[config.mk]
export PLATFORM = sky130hd
export DESIGN_NAME = apb_uart_fifo
export DESIGN_NICKNAME = d
export VERILOG_FILES = /design/src/rtl/apb_uart_fifo.sv
export SDC_FILE = /design/constraint.sdc
export NUM_CORES = 1
export LEC_CHECK = 0
export BUFFER_PORTS_ARGS = -buffer_cell sky130_fd_sc_hd__buf_2
export CAP_MARGIN = 10
export CORE_MARGIN = 5
export CORE_UTILIZATION = 53
export CTS_BUF_LIST = sky130_fd_sc_hd__clkbuf_8
export DETAILED_ROUTE_END_ITERATION = 10
export MAX_ROUTING_LAYER = met4
export PLACE_DENSITY = 0.69
export SLEW_MARGIN = 15
export SYNTH_ARGS = -nofsm -noshare
export SYNTH_HDL_FRONTEND = slang
export SYNTH_SLANG_ARGS = --single-unit
[constraint.sdc]
create_clock -name PCLK -period 4.53 [get_ports PCLK]
set_clock_uncertainty 0.1 [all_clocks]
set_input_delay 0.2265 -clock PCLK [delete_from_list [all_inputs] [get_ports PCLK]]
set_output_delay 0.2265 -clock PCLK [all_outputs]
set_load 0.02 [all_outputs]
[src/rtl/apb_uart_fifo.sv]
// APB slave UART with TX/RX FIFOs, watermark and error interrupt, loopback.
// Zero-wait-state register file; PSLVERR flags TX overrun pushes and empty RX pops.
module apb_uart_fifo #(
  parameter int unsigned FIFO_DEPTH = 16,
  parameter int unsigned RX_WMARK   = 8,
  parameter int unsigned TX_WMARK   = 2,
  parameter int unsigned BAUD_W     = 13
) (
  input  logic       PCLK,
  input  logic       PRESETN,
  input  logic [4:0] PADDR,
  input  logic       PSEL,
  input  logic       PENABLE,
  input  logic       PWRITE,
  input  logic [7:0] PWDATA,
  output logic [7:0] PRDATA,
  output logic       PREADY,
  output logic       PSLVERR,
  input  logic       RX,
  output logic       TX,
  output logic       TXRDY,
  output logic       RXRDY,
  output logic       INTR
);

  localparam int unsigned AW = (FIFO_DEPTH > 1) ? $clog2(FIFO_DEPTH) : 1;
  localparam int unsigned CW = AW + 1;

  localparam logic [2:0] A_TXDATA = 3'd0;
  localparam logic [2:0] A_RXDATA = 3'd1;
  localparam logic [2:0] A_BAUDLO = 3'd2;
  localparam logic [2:0] A_BAUDHI = 3'd3;
  localparam logic [2:0] A_CTRL   = 3'd4;
  localparam logic [2:0] A_STATUS = 3'd5;
  localparam logic [2:0] A_IER    = 3'd6;
  localparam logic [2:0] A_LEVEL  = 3'd7;

  typedef enum logic [2:0] {S_IDLE, S_START, S_DATA, S_PARITY, S_STOP} uart_state_e;

  logic [2:0]        reg_sel;
  logic              setup_rd, acc, acc_wr, acc_rd;
  logic              unused_paddr;

  logic [5:0]        ctrl_q, ctrl_d;
  logic [BAUD_W-1:0] baud_q, baud_d, baud_cnt_q, baud_cnt_d;
  logic [2:0]        ier_q, ier_d;
  logic [15:0]       baud16;
  logic              bit8, par_en, odd, tx_en, rx_en, loopback;
  logic              tick, baud_run;

  logic [7:0]        tx_mem [FIFO_DEPTH];
  logic [7:0]        rx_mem [FIFO_DEPTH];
  logic [AW-1:0]     tx_wp_q, tx_rp_q, rx_wp_q, rx_rp_q;
  logic [CW-1:0]     tx_cnt_q, tx_cnt_d, rx_cnt_q, rx_cnt_d;
  logic              tx_full, tx_empty, rx_full, rx_empty;
  logic              tx_push, tx_pop, rx_push, rx_pop;

  uart_state_e       tx_state_q, tx_state_d, rx_state_q, rx_state_d;
  logic [3:0]        tx_tcnt_q, tx_tcnt_d, rx_tcnt_q, rx_tcnt_d;
  logic [2:0]        tx_bit_q, tx_bit_d, rx_bit_q, rx_bit_d;
  logic [7:0]        tx_sh_q, tx_sh_d, rx_sh_q, rx_sh_d;
  logic              tx_par_q, tx_par_d, rx_par_q, rx_par_d;
  logic [7:0]        tx_byte, rx_byte;
  logic [2:0]        last_bit;

  logic              rx_s1_q, rx_s2_q, rx_in;
  logic              rx_push_req, rx_perr_set, rx_ferr_set;
  logic              ovf_q, ovf_d, perr_q, perr_d, ferr_q, ferr_d;
  logic              status_clr;
  logic [7:0]        status, prdata_q, prdata_d;
  logic              tx_q, tx_d, txrdy_q, txrdy_d, rxrdy_q, rxrdy_d, intr_q, intr_d;
  logic [2:0]        irq_src;

  function automatic logic [3:0] sat4(input logic [CW-1:0] c);
    return (c > CW'(15)) ? 4'hF : 4'(c);
  endfunction

  assign reg_sel      = PADDR[4:2];
  assign unused_paddr = ^PADDR[1:0];
  assign setup_rd     = PSEL & ~PENABLE & ~PWRITE;
  assign acc          = PSEL & PENABLE;
  assign acc_wr       = acc & PWRITE;
  assign acc_rd       = acc & ~PWRITE;

  assign {loopback, rx_en, tx_en, odd, par_en, bit8} = ctrl_q;
  assign baud16   = 16'(baud_q);
  assign last_bit = bit8 ? 3'd7 : 3'd6;

  assign tx_full  = (tx_cnt_q == CW'(FIFO_DEPTH));
  assign tx_empty = (tx_cnt_q == '0);
  assign rx_full  = (rx_cnt_q == CW'(FIFO_DEPTH));
  assign rx_empty = (rx_cnt_q == '0);
  assign tx_push  = acc_wr & (reg_sel == A_TXDATA) & ~tx_full;
  assign rx_pop   = acc_rd & (reg_sel == A_RXDATA) & ~rx_empty;
  assign rx_push  = rx_push_req & ~rx_full;

  assign tx_byte  = bit8 ? tx_mem[tx_rp_q] : {1'b0, tx_mem[tx_rp_q][6:0]};
  assign rx_byte  = bit8 ? rx_sh_q : {1'b0, rx_sh_q[7:1]};
  assign rx_in    = loopback ? tx_q : rx_s2_q;

  assign PSLVERR = acc & ((PWRITE & (reg_sel == A_TXDATA) & tx_full) |
                          (~PWRITE & (reg_sel == A_RXDATA) & rx_empty));
  assign PREADY  = 1'b1;
  assign PRDATA  = prdata_q;
  assign TX      = tx_q;
  assign TXRDY   = txrdy_q;
  assign RXRDY   = rxrdy_q;
  assign INTR    = intr_q;

  // Baud tick every baud_val+1 cycles; keeps running to finish an in-flight TX frame.
  always_comb begin
    baud_run   = tx_en | rx_en | (tx_state_q != S_IDLE);
    baud_cnt_d = baud_cnt_q;
    tick       = 1'b0;
    if (!baud_run) begin
      baud_cnt_d = baud_q;
    end else if (baud_cnt_q == '0) begin
      tick       = 1'b1;
      baud_cnt_d = baud_q;
    end else begin
      baud_cnt_d = baud_cnt_q - BAUD_W'(1);
    end
  end

  always_comb begin
    ctrl_d = ctrl_q;
    baud_d = baud_q;
    ier_d  = ier_q;
    if (acc_wr) begin
      case (reg_sel)
        A_BAUDLO: baud_d = BAUD_W'({baud16[15:8], PWDATA});
        A_BAUDHI: baud_d = BAUD_W'({PWDATA, baud16[7:0]});
        A_CTRL:   ctrl_d = PWDATA[5:0];
        A_IER:    ier_d  = PWDATA[2:0];
        default:  ;
      endcase
    end
  end

  always_comb begin
    status   = {1'b0, ferr_q, perr_q, ovf_q, rx_full, ~rx_empty, tx_full, tx_empty};
    prdata_d = prdata_q;
    if (setup_rd) begin
      case (reg_sel)
        A_RXDATA: prdata_d = rx_empty ? 8'h00 : rx_mem[rx_rp_q];
        A_BAUDLO: prdata_d = baud16[7:0];
        A_BAUDHI: prdata_d = baud16[15:8];
        A_CTRL:   prdata_d = {2'b00, ctrl_q};
        A_STATUS: prdata_d = status;
        A_IER:    prdata_d = {5'b00000, ier_q};
        A_LEVEL:  prdata_d = {sat4(tx_cnt_q), sat4(rx_cnt_q)};
        default:  prdata_d = 8'h00;
      endcase
    end
  end

  // FIFO occupancy, sticky error flags (set wins over read-clear) and interrupt.
  always_comb begin
    tx_cnt_d = tx_cnt_q;
    if (tx_push && !tx_pop)      tx_cnt_d = tx_cnt_q + CW'(1);
    else if (!tx_push && tx_pop) tx_cnt_d = tx_cnt_q - CW'(1);
    rx_cnt_d = rx_cnt_q;
    if (rx_push && !rx_pop)      rx_cnt_d = rx_cnt_q + CW'(1);
    else if (!rx_push && rx_pop) rx_cnt_d = rx_cnt_q - CW'(1);
    status_clr = acc_rd & (reg_sel == A_STATUS);
    ovf_d   = (rx_push_req & rx_full) | (ovf_q & ~status_clr);
    perr_d  = rx_perr_set | (perr_q & ~status_clr);
    ferr_d  = rx_ferr_set | (ferr_q & ~status_clr);
    txrdy_d = (tx_cnt_d != CW'(FIFO_DEPTH));
    rxrdy_d = (rx_cnt_d != '0);
    irq_src = {ovf_q | perr_q | ferr_q, tx_cnt_q <= CW'(TX_WMARK), rx_cnt_q >= CW'(RX_WMARK)};
    intr_d  = |(ier_q & irq_src);
  end

  always_ff @(posedge PCLK or negedge PRESETN) begin
    if (!PRESETN) begin
      ctrl_q     <= 6'h18;
      baud_q     <= '0;
      ier_q      <= '0;
      baud_cnt_q <= '0;
      tx_wp_q    <= '0;
      tx_rp_q    <= '0;
      rx_wp_q    <= '0;
      rx_rp_q    <= '0;
      tx_cnt_q   <= '0;
      rx_cnt_q   <= '0;
      ovf_q      <= 1'b0;
      perr_q     <= 1'b0;
      ferr_q     <= 1'b0;
      prdata_q   <= '0;
      txrdy_q    <= 1'b1;
      rxrdy_q    <= 1'b0;
      intr_q     <= 1'b0;
      rx_s1_q    <= 1'b1;
      rx_s2_q    <= 1'b1;
    end else begin
      ctrl_q     <= ctrl_d;
      baud_q     <= baud_d;
      ier_q      <= ier_d;
      baud_cnt_q <= baud_cnt_d;
      if (tx_push) tx_wp_q <= tx_wp_q + AW'(1);
      if (tx_pop)  tx_rp_q <= tx_rp_q + AW'(1);
      if (rx_push) rx_wp_q <= rx_wp_q + AW'(1);
      if (rx_pop)  rx_rp_q <= rx_rp_q + AW'(1);
      tx_cnt_q   <= tx_cnt_d;
      rx_cnt_q   <= rx_cnt_d;
      ovf_q      <= ovf_d;
      perr_q     <= perr_d;
      ferr_q     <= ferr_d;
      prdata_q   <= prdata_d;
      txrdy_q    <= txrdy_d;
      rxrdy_q    <= rxrdy_d;
      intr_q     <= intr_d;
      rx_s1_q    <= RX;
      rx_s2_q    <= rx_s1_q;
    end
  end

  always_ff @(posedge PCLK) begin
    if (tx_push) tx_mem[tx_wp_q] <= PWDATA;
    if (rx_push) rx_mem[rx_wp_q] <= rx_byte;
  end

  // TX FSM state register.
  always_ff @(posedge PCLK or negedge PRESETN) begin
    if (!PRESETN) begin
      tx_state_q <= S_IDLE;
      tx_tcnt_q  <= '0;
      tx_bit_q   <= '0;
      tx_sh_q    <= '0;
      tx_par_q   <= 1'b0;
      tx_q       <= 1'b1;
    end else begin
      tx_state_q <= tx_state_d;
      tx_tcnt_q  <= tx_tcnt_d;
      tx_bit_q   <= tx_bit_d;
      tx_sh_q    <= tx_sh_d;
      tx_par_q   <= tx_par_d;
      tx_q       <= tx_d;
    end
  end

  always_comb begin
    tx_state_d = tx_state_q;
    tx_tcnt_d  = tx_tcnt_q;
    tx_bit_d   = tx_bit_q;
    tx_sh_d    = tx_sh_q;
    tx_par_d   = tx_par_q;
    tx_pop     = 1'b0;
    if (tick) begin
      if (tx_state_q != S_IDLE) tx_tcnt_d = tx_tcnt_q + 4'd1;
      case (tx_state_q)
        S_IDLE: if (tx_en && !tx_empty) begin
          tx_pop     = 1'b1;
          tx_state_d = S_START;
          tx_tcnt_d  = '0;
          tx_bit_d   = '0;
          tx_sh_d    = tx_byte;
          tx_par_d   = (^tx_byte) ^ odd;
        end
        S_START:  if (tx_tcnt_q == 4'd15) tx_state_d = S_DATA;
        S_DATA: if (tx_tcnt_q == 4'd15) begin
          tx_sh_d  = {1'b0, tx_sh_q[7:1]};
          tx_bit_d = tx_bit_q + 3'd1;
          if (tx_bit_q == last_bit) tx_state_d = par_en ? S_PARITY : S_STOP;
        end
        S_PARITY: if (tx_tcnt_q == 4'd15) tx_state_d = S_STOP;
        S_STOP:   if (tx_tcnt_q == 4'd15) tx_state_d = S_IDLE;
        default:  tx_state_d = S_IDLE;
      endcase
    end
  end

  // TX pin follows the next state so the line changes on the same edge as the FSM.
  always_comb begin
    tx_d = 1'b1;
    case (tx_state_d)
      S_START:  tx_d = 1'b0;
      S_DATA:   tx_d = tx_sh_d[0];
      S_PARITY: tx_d = tx_par_d;
      default:  tx_d = 1'b1;
    endcase
  end

  // RX FSM state register.
  always_ff @(posedge PCLK or negedge PRESETN) begin
    if (!PRESETN) begin
      rx_state_q <= S_IDLE;
      rx_tcnt_q  <= '0;
      rx_bit_q   <= '0;
      rx_sh_q    <= '0;
      rx_par_q   <= 1'b0;
    end else begin
      rx_state_q <= rx_state_d;
      rx_tcnt_q  <= rx_tcnt_d;
      rx_bit_q   <= rx_bit_d;
      rx_sh_q    <= rx_sh_d;
      rx_par_q   <= rx_par_d;
    end
  end

  always_comb begin
    rx_state_d = rx_state_q;
    rx_tcnt_d  = rx_tcnt_q;
    rx_bit_d   = rx_bit_q;
    rx_sh_d    = rx_sh_q;
    rx_par_d   = rx_par_q;
    if (!rx_en) begin
      rx_state_d = S_IDLE;
    end else if (tick) begin
      rx_tcnt_d = rx_tcnt_q + 4'd1;
      case (rx_state_q)
        S_IDLE: begin
          rx_tcnt_d = '0;
          rx_bit_d  = '0;
          if (!rx_in) rx_state_d = S_START;
        end
        S_START: if (rx_tcnt_q == 4'd7) begin
          rx_tcnt_d  = '0;
          rx_state_d = rx_in ? S_IDLE : S_DATA;
        end
        S_DATA: if (rx_tcnt_q == 4'd15) begin
          rx_sh_d  = {rx_in, rx_sh_q[7:1]};
          rx_bit_d = rx_bit_q + 3'd1;
          if (rx_bit_q == last_bit) rx_state_d = par_en ? S_PARITY : S_STOP;
        end
        S_PARITY: if (rx_tcnt_q == 4'd15) begin
          rx_par_d   = rx_in;
          rx_state_d = S_STOP;
        end
        S_STOP:   if (rx_tcnt_q == 4'd15) rx_state_d = S_IDLE;
        default:  rx_state_d = S_IDLE;
      endcase
    end
  end

  // Stop-bit sample: push the byte whatever its errors, flag them alongside.
  always_comb begin
    rx_push_req = 1'b0;
    rx_perr_set = 1'b0;
    rx_ferr_set = 1'b0;
    if (rx_en && tick && (rx_state_q == S_STOP) && (rx_tcnt_q == 4'd15)) begin
      rx_push_req = 1'b1;
      rx_ferr_set = ~rx_in;
      rx_perr_set = par_en & (rx_par_q != ((^rx_byte) ^ odd));
    end
  end

endmodule
==> results.sh, run 1 <==
export IMPL_yosysTopAreaCell="edfxtp_1"
export IMPL_avgSynthCellArea_um2=14.5
export IMPL_netlist_area_mm2=0.0163
export IMPL_drt_total_wl_um=34300
export IMPL_yosysTopAreaCellShare_pct=47.3
export IMPL_tightest_slew_ns=1.13
export IMPL_synth_net_count=1169
export IMPL_p_leak_uw=0.00637
export IMPL_critPathMaxFanout=11
export IMPL_drtPass1Iterations=5
export IMPL_dieArea_mm2=0.0343
export IMPL_placed_area_mm2=0.0168
export IMPL_grt_pass1_wl_um=54500
export IMPL_synth_common_cells="edfxtp_1 (256), dfrtp_1 (110), nand2_1 (108)"
export IMPL_path_clk_slew_ns=0.06
export IMPL_p_int_uw=5620
export IMPL_cts_path_max_buffers=3
export IMPL_gr_total_overflow=0
export IMPL_cts_buffers=58
export IMPL_cap_violations=0
export IMPL_cp_arrival_ns=3.89
export IMPL_synth_cell_types=67
export IMPL_run_status="completed"
export IMPL_end_kind="flip-flop"
export IMPL_final_layout_size_suffix_gt1_share_pct=18.4
export IMPL_die_x_um=185
export IMPL_seq_power_share_pct=52.7
export IMPL_p_total_uw=7730
export IMPL_postSynth_asyncResetShare_pct=31.2
export IMPL_min_path_type="in -> reg"
export IMPL_portBuffers=29
export IMPL_ys_ff_latch=372
export IMPL_stdcell_area_mm2=0.0180
export IMPL_grt_max_degree=62
export IMPL_use_met1_pct=29.1
export IMPL_grtUsageMet3_pct=3.83
export IMPL_cts_tree="yes"
export IMPL_drc=0
export IMPL_use_met2_pct=33.5
export IMPL_pwr_density_cell_mw_per_mm2=429
export IMPL_crit_type="reg -> reg"
export IMPL_post_route_util_pct=59.2
export IMPL_avgRoutedWirePerCell_um=21.0
export IMPL_pin_count=33
export IMPL_via_count=9477
export IMPL_area_delta_synth_final_pct=10.8
export IMPL_slew_violations=0
export IMPL_viasPerCell=5.80
export IMPL_timing_fmax_mhz=288
export IMPL_post_route_period_util_pct=76.8
export IMPL_fin_nets=1233
export IMPL_antenna_cells=0
export IMPL_htreeDepth=2
export IMPL_antenna_found_initial=0
export IMPL_required_ns=4.95
export IMPL_p_sw_share_pct=27.4
export IMPL_start_util_pct=53.4
export IMPL_grt_busiest_layer="met2"
export IMPL_finalNonFillerCells=1635
export IMPL_yosysWarnings=0
export IMPL_report_final_setup_viol=0
export IMPL_globalplace_congestion=0.890
export IMPL_maxSlewHeadroom_pct=24.4
export IMPL_die_h_um=185
export IMPL_hold_viol_final=0
export IMPL_coreArea_mm2=0.0304
export IMPL_synth_area_leaders="edfxtp_1 (47%), dfrtp_1 (17%), mux4_2 (8.0%)"
export IMPL_fin_crit_ns=3.48
export IMPL_track_usage_pct=21.3
export IMPL_yosysMostFrequentCell="edfxtp_1"
export IMPL_ant_nets=0
export IMPL_drtIter0Drc=711
export IMPL_ys_flop_type="edfxtp_1"
export IMPL_synth_edff_count=256
export IMPL_grt_pass1_vias=9656
export IMPL_row_count=64
export IMPL_insertion_delay_ns=0.62
export IMPL_cts_root_buf="clkbuf_8"
export IMPL_numClockSinks=372
export IMPL_combPwrFrac_pct=13.7
export IMPL_tns_ns=0
export IMPL_rsz0062_at_grt="false"
export IMPL_placed_cells=1511
export IMPL_hpwl_um=22700
export IMPL_startpoint_type="flip-flop"
export IMPL_p_clk_share_pct=33.6
export IMPL_vdd_ir_drop_max_mv=0.257
export IMPL_yosysSeqAreaShare_pct=65.2
export IMPL_synth_cells=1125
export IMPL_netSwitchingPower_uw=2110
## routing by layer
| metal | vias up | share of wire (%) |
|---|---|---|
| met5 | - | 0 |
| met4 | 0 | 2.4 |
| met3 | 61 | 5.2 |
| met2 | 238 | 49 |
| met1 | 4796 | 44 |
| li1 | 4382 | - |
## registers in the layout, summed over array words and instances (netlist names), 5 cells and up
signal      count
rx_cnt_q        5
tx_mem        128
baud_q         13
baud_cnt_q     13
ctrl_q          6
rx_sh_q         8
tx_sh_q         8
rx_mem        128
PRDATA          8
tx_cnt_q        5
## layout by cell type (no fill, tap or decap), drive strengths merged, types with 5 or more instances in the layout
cell type | Yosys | final
a21oi | 31 | 31
a221oi | 10 | 10
a22oi | 18 | 18
and2 | 18 | 18
and3 | 10 | 10
buf | 25 | 46
clkbuf | 31 | 65
clkinv | 0 | 15
dfrtp | 110 | 110
dfstp | 6 | 6
dlygate4sd3 | 0 | 14
edfxtp | 256 | 256
ha | 25 | 25
inv | 23 | 52
mux2 | 33 | 33
mux2i | 37 | 37
mux4 | 58 | 58
nand2 | 108 | 108
nand3 | 27 | 27
nand3b | 5 | 5
nand4 | 6 | 6
nor2 | 67 | 67
nor2b | 11 | 11
nor3 | 18 | 18
nor4 | 5 | 5
o211ai | 5 | 5
o21ai | 76 | 76
or3 | 7 | 7
xnor2 | 34 | 34
xor2 | 15 | 15
## worst max-delay path, stage by stage (launching register included)
cell and delay, ns:
dfrtp_1 0.46, inv_1 0.12, ha_1 0.24, a21boi_1 0.33, nor2b_1 0.61, and3_1 0.60, and3_1 0.22, a31o_1 0.11
xor2_1 0.08, or4_1 0.52
## stage by stage
step	setup slack [ns]	hold slack, ns
after floorplan	1.65	-0.169
after global placement	1.13	-0.0422
after detailed placement	1.12	-0.0420
after CTS	1.07	0.0306
after global routing	0.777	0.0794
final	1.05	0.0910
## worst paths after layout
check | startpoint | end | slack [ns] | depth (start not counted)
worst min register to register | rx_s1_q | rx_s2_q | 0.26 | 0
max in group asynchronous | PRESETN | rx_rp_q[0] | 3.43 | 3
worst max register to register | tx_cnt_q[0] | TXRDY | 1.05 | 9
worst min-delay path | PSEL | PRDATA[2] | 0.09 | 4
worst max-delay path | tx_cnt_q[0] | TXRDY | 1.05 | 9
min in group asynchronous | PRESETN | tx_sh_q[5] | 0.18 | 3
## cells by family (layout without fill, tap and decap cells)
group                      after synthesis  after routing  share of synthesized area, %
muxes                                  128            128                          12.6
xor gates and xnor gates                51             51                          2.92
adders and majority gates               25             25                          1.92
AOI/OAI and AO/OA                      167            167                          6.24
buffers and inverters                   79            193                          2.13
other                                    1              1                        0.0231
DFF                                    372            372                          65.2
and+or+nand+nor                        302            302                          8.97
## what timing repair did
item                                   in CTS  in global routing
endpoints found under the hold margin     259                  0
hold buffers                               14                  0
buffers inserted                            0                  0
gates resized for setup                     0                  0
## power groups by stage
stage,Combinational [uW],Clock [uW],Sequential [uW]
5_1_grt,1200,2850,4110
4_1_cts,1070,2670,4070
6_report,1060,2600,4070
3_3_place_gp,1040,0,4130
3_5_place_dp,1050,0,4140
2_1_floorplan,824,0,4050
## cell type report
type                       count  area, um2
timing repair buffer          60        415
fill                        2409      12400
tap                          396        495
multi-input combinational    674       5320
sequential                   372      10600
inverter                      23       86.3
clock buffer                  65        895
clock inverter                45        201
(Power assumes the default switching activity.)
==> run 2: changes to the inputs <==
==> constraint.sdc (replaced) <==
create_clock -name PCLK -period 3.5 [get_ports PCLK]
set_clock_uncertainty 0.1 [all_clocks]
set_input_delay 0.175 -clock PCLK [delete_from_list [all_inputs] [get_ports PCLK]]
set_output_delay 0.175 -clock PCLK [all_outputs]
set_load 0.02 [all_outputs]
==> run 2 against run 1 <==
- flip-flop and latch count did not move
- design area rose by 1.4%
- power rose by 31%
- worst hold slack got worse by 0.0049 ns
- first-iteration DRC count rose by 13%
- utilization rose by 0.81 points
- clock power rose by 33%
==> results.sh, run 2 (same netlist as run 1, synthesis figures left out) <==
export IMPL_cp_arrival_ns=3.33
export IMPL_drtIter0Drc=800
export IMPL_vdd_ir_drop_max_mv=0.368
export IMPL_critPathMaxFanout=14
export IMPL_use_met2_pct=34.6
export IMPL_layout_common_cells="edfxtp_1 (256), dfrtp_1 (108), nand2_1 (108)"
export IMPL_grt_pass1_vias=9804
export IMPL_grt_pass1_wl_um=55900
export IMPL_final_common_cell="edfxtp_1"
export IMPL_reg_top3="rx_mem: 128 flops, tx_mem: 128 flops"
export IMPL_cts_path_max_buffers=3
export IMPL_row_count=64
export IMPL_dieArea_mm2=0.0343
export IMPL_post_cts_buffers=0
export IMPL_post_route_period_util_pct=91.0
export IMPL_tightest_slew_ns=0.996
export IMPL_final_layout_size_suffix_gt1_share_pct=20.3
export IMPL_die_x_um=185
export IMPL_drt_total_wl_um=34600
export IMPL_report_final_setup_viol=0
export IMPL_end_kind="flip-flop"
export IMPL_ant_nets=0
export IMPL_run_status="completed"
export IMPL_gr_total_overflow=0
export IMPL_viasPerCell=5.74
export IMPL_rsz0062_at_grt="false"
export IMPL_pin_count=33
export IMPL_pwr_density_cell_mw_per_mm2=555
export IMPL_min_path_type="in -> reg"
export IMPL_via_count=9528
export IMPL_timing_fmax_mhz=314
export IMPL_track_usage_pct=21.6
export IMPL_grt_max_degree=63
export IMPL_slew_violations=0
export IMPL_startpoint_type="flip-flop"
export IMPL_cap_violations=0
export IMPL_insertion_delay_ns=0.63
export IMPL_tns_ns=0
export IMPL_path_clk_slew_ns=0.06
export IMPL_antenna_found_initial=0
export IMPL_required_ns=3.65
export IMPL_fin_crit_ns=3.18
export IMPL_whs_ns=0.0861
export IMPL_finalNonFillerCells=1659
export IMPL_globalplace_congestion=0.893
export IMPL_placed_cells=1535
export IMPL_start_util_pct=53.4
export IMPL_drc=0
export IMPL_grtUsageMet3_pct=3.48
export IMPL_cts_root_buf="clkbuf_8"
export IMPL_grt_busiest_layer="met2"
export IMPL_maxSlewHeadroom_pct=33.6
export IMPL_coreArea_mm2=0.0304
export IMPL_numClockSinks=372
export IMPL_r2r_setup_slack_ns=0.32
export IMPL_cts_buffers=58
export IMPL_antenna_cells=0
export IMPL_use_met1_pct=29.9
export IMPL_area_delta_synth_final_pct=12.3
export IMPL_htreeDepth=2
export IMPL_avgRoutedWirePerCell_um=20.9
export IMPL_p_leak_uw=0.00648
export IMPL_hold_viol_final=0
export IMPL_drtPass1Iterations=5
export IMPL_crit_type="reg -> reg"
export IMPL_cts_tree="yes"
export IMPL_die_h_um=185
export IMPL_portBuffers=29
export IMPL_hpwl_um=23400
export IMPL_fill_cells=2307
export IMPL_fin_nets=1259
run 2: cell types whose count changed in the layout (fill, tap and decap cells not counted), sizes merged:
cell,previous run,this run
clkbuf,65,64
bufinv,0,1
inv,52,42
dlygate4sd3,14,16
clkinv,15,23
buf,46,70
run 2: worst max-delay path: stages, from the launching register on:
cell	delay (ns)
dfrtp_1	0.41
or4_4	0.57
nor3_4	0.20
nand4_2	0.22
nor2b_2	0.33
buf_12	0.18
nor3b_1	0.35
and2_1	0.43
run 2: worst paths after layout:
kind                                     from           end  cells past startpoint
worst min-delay path                       RX       rx_s1_q                      2
min in group asynchronous             PRESETN    tx_rp_q[2]                      2
worst min register to register        rx_s1_q       rx_s2_q                      0
worst max-delay path            baud_cnt_q[7]  rx_mem[1][2]                      7
max in group asynchronous             PRESETN       rx_s2_q                      3
worst max register to register  baud_cnt_q[7]  rx_mem[1][2]                      7
run 2: layer usage:
layer / up-vias / routed length [um]
met1: 4785 / 15200
li1: 4432 / -
met2: 264 / 17100
met5: - / 0
met3: 47 / 1740
met4: 0 / 540
run 2: stage by stage:
step	cell area, um2	total power, uW	utilization (%)	worst slack [ns]
2_1_floorplan	16300	6310	-	0.615
3_3_place_gp	17000	6740	55.8	0.373
3_5_place_dp	17000	6760	55.8	0.263
4_1_cts	18300	10200	60.0	0.199
5_1_grt	18300	10700	60.0	0.0757
6_report	18300	10100	60.0	0.316
run 2: power by group:
part | switching [uW] | total [uW] | internal (uW)
combinational | 768 | 1420 | 649
sequential | 336 | 5280 | 4940
clock | 1680 | 3450 | 1770
run 2: layout make-up:
type / instances / area [um2] / area share (%)
clock inverter: 44 / 231 / 1.27
tap: 396 / 495 / 2.71
inverter: 23 / 86.3 / 0.473
multi-input combinational: 674 / 5330 / 29.2
sequential: 372 / 10600 / 58.1
timing repair buffer: 86 / 641 / 3.51
clock buffer: 64 / 881 / 4.82
run 2: what timing repair did:
action                     CTS  global route
resized for setup            0             1
hold buffers                16             0
setup endpoints to repair    0             1
hold endpoints to repair   218             0
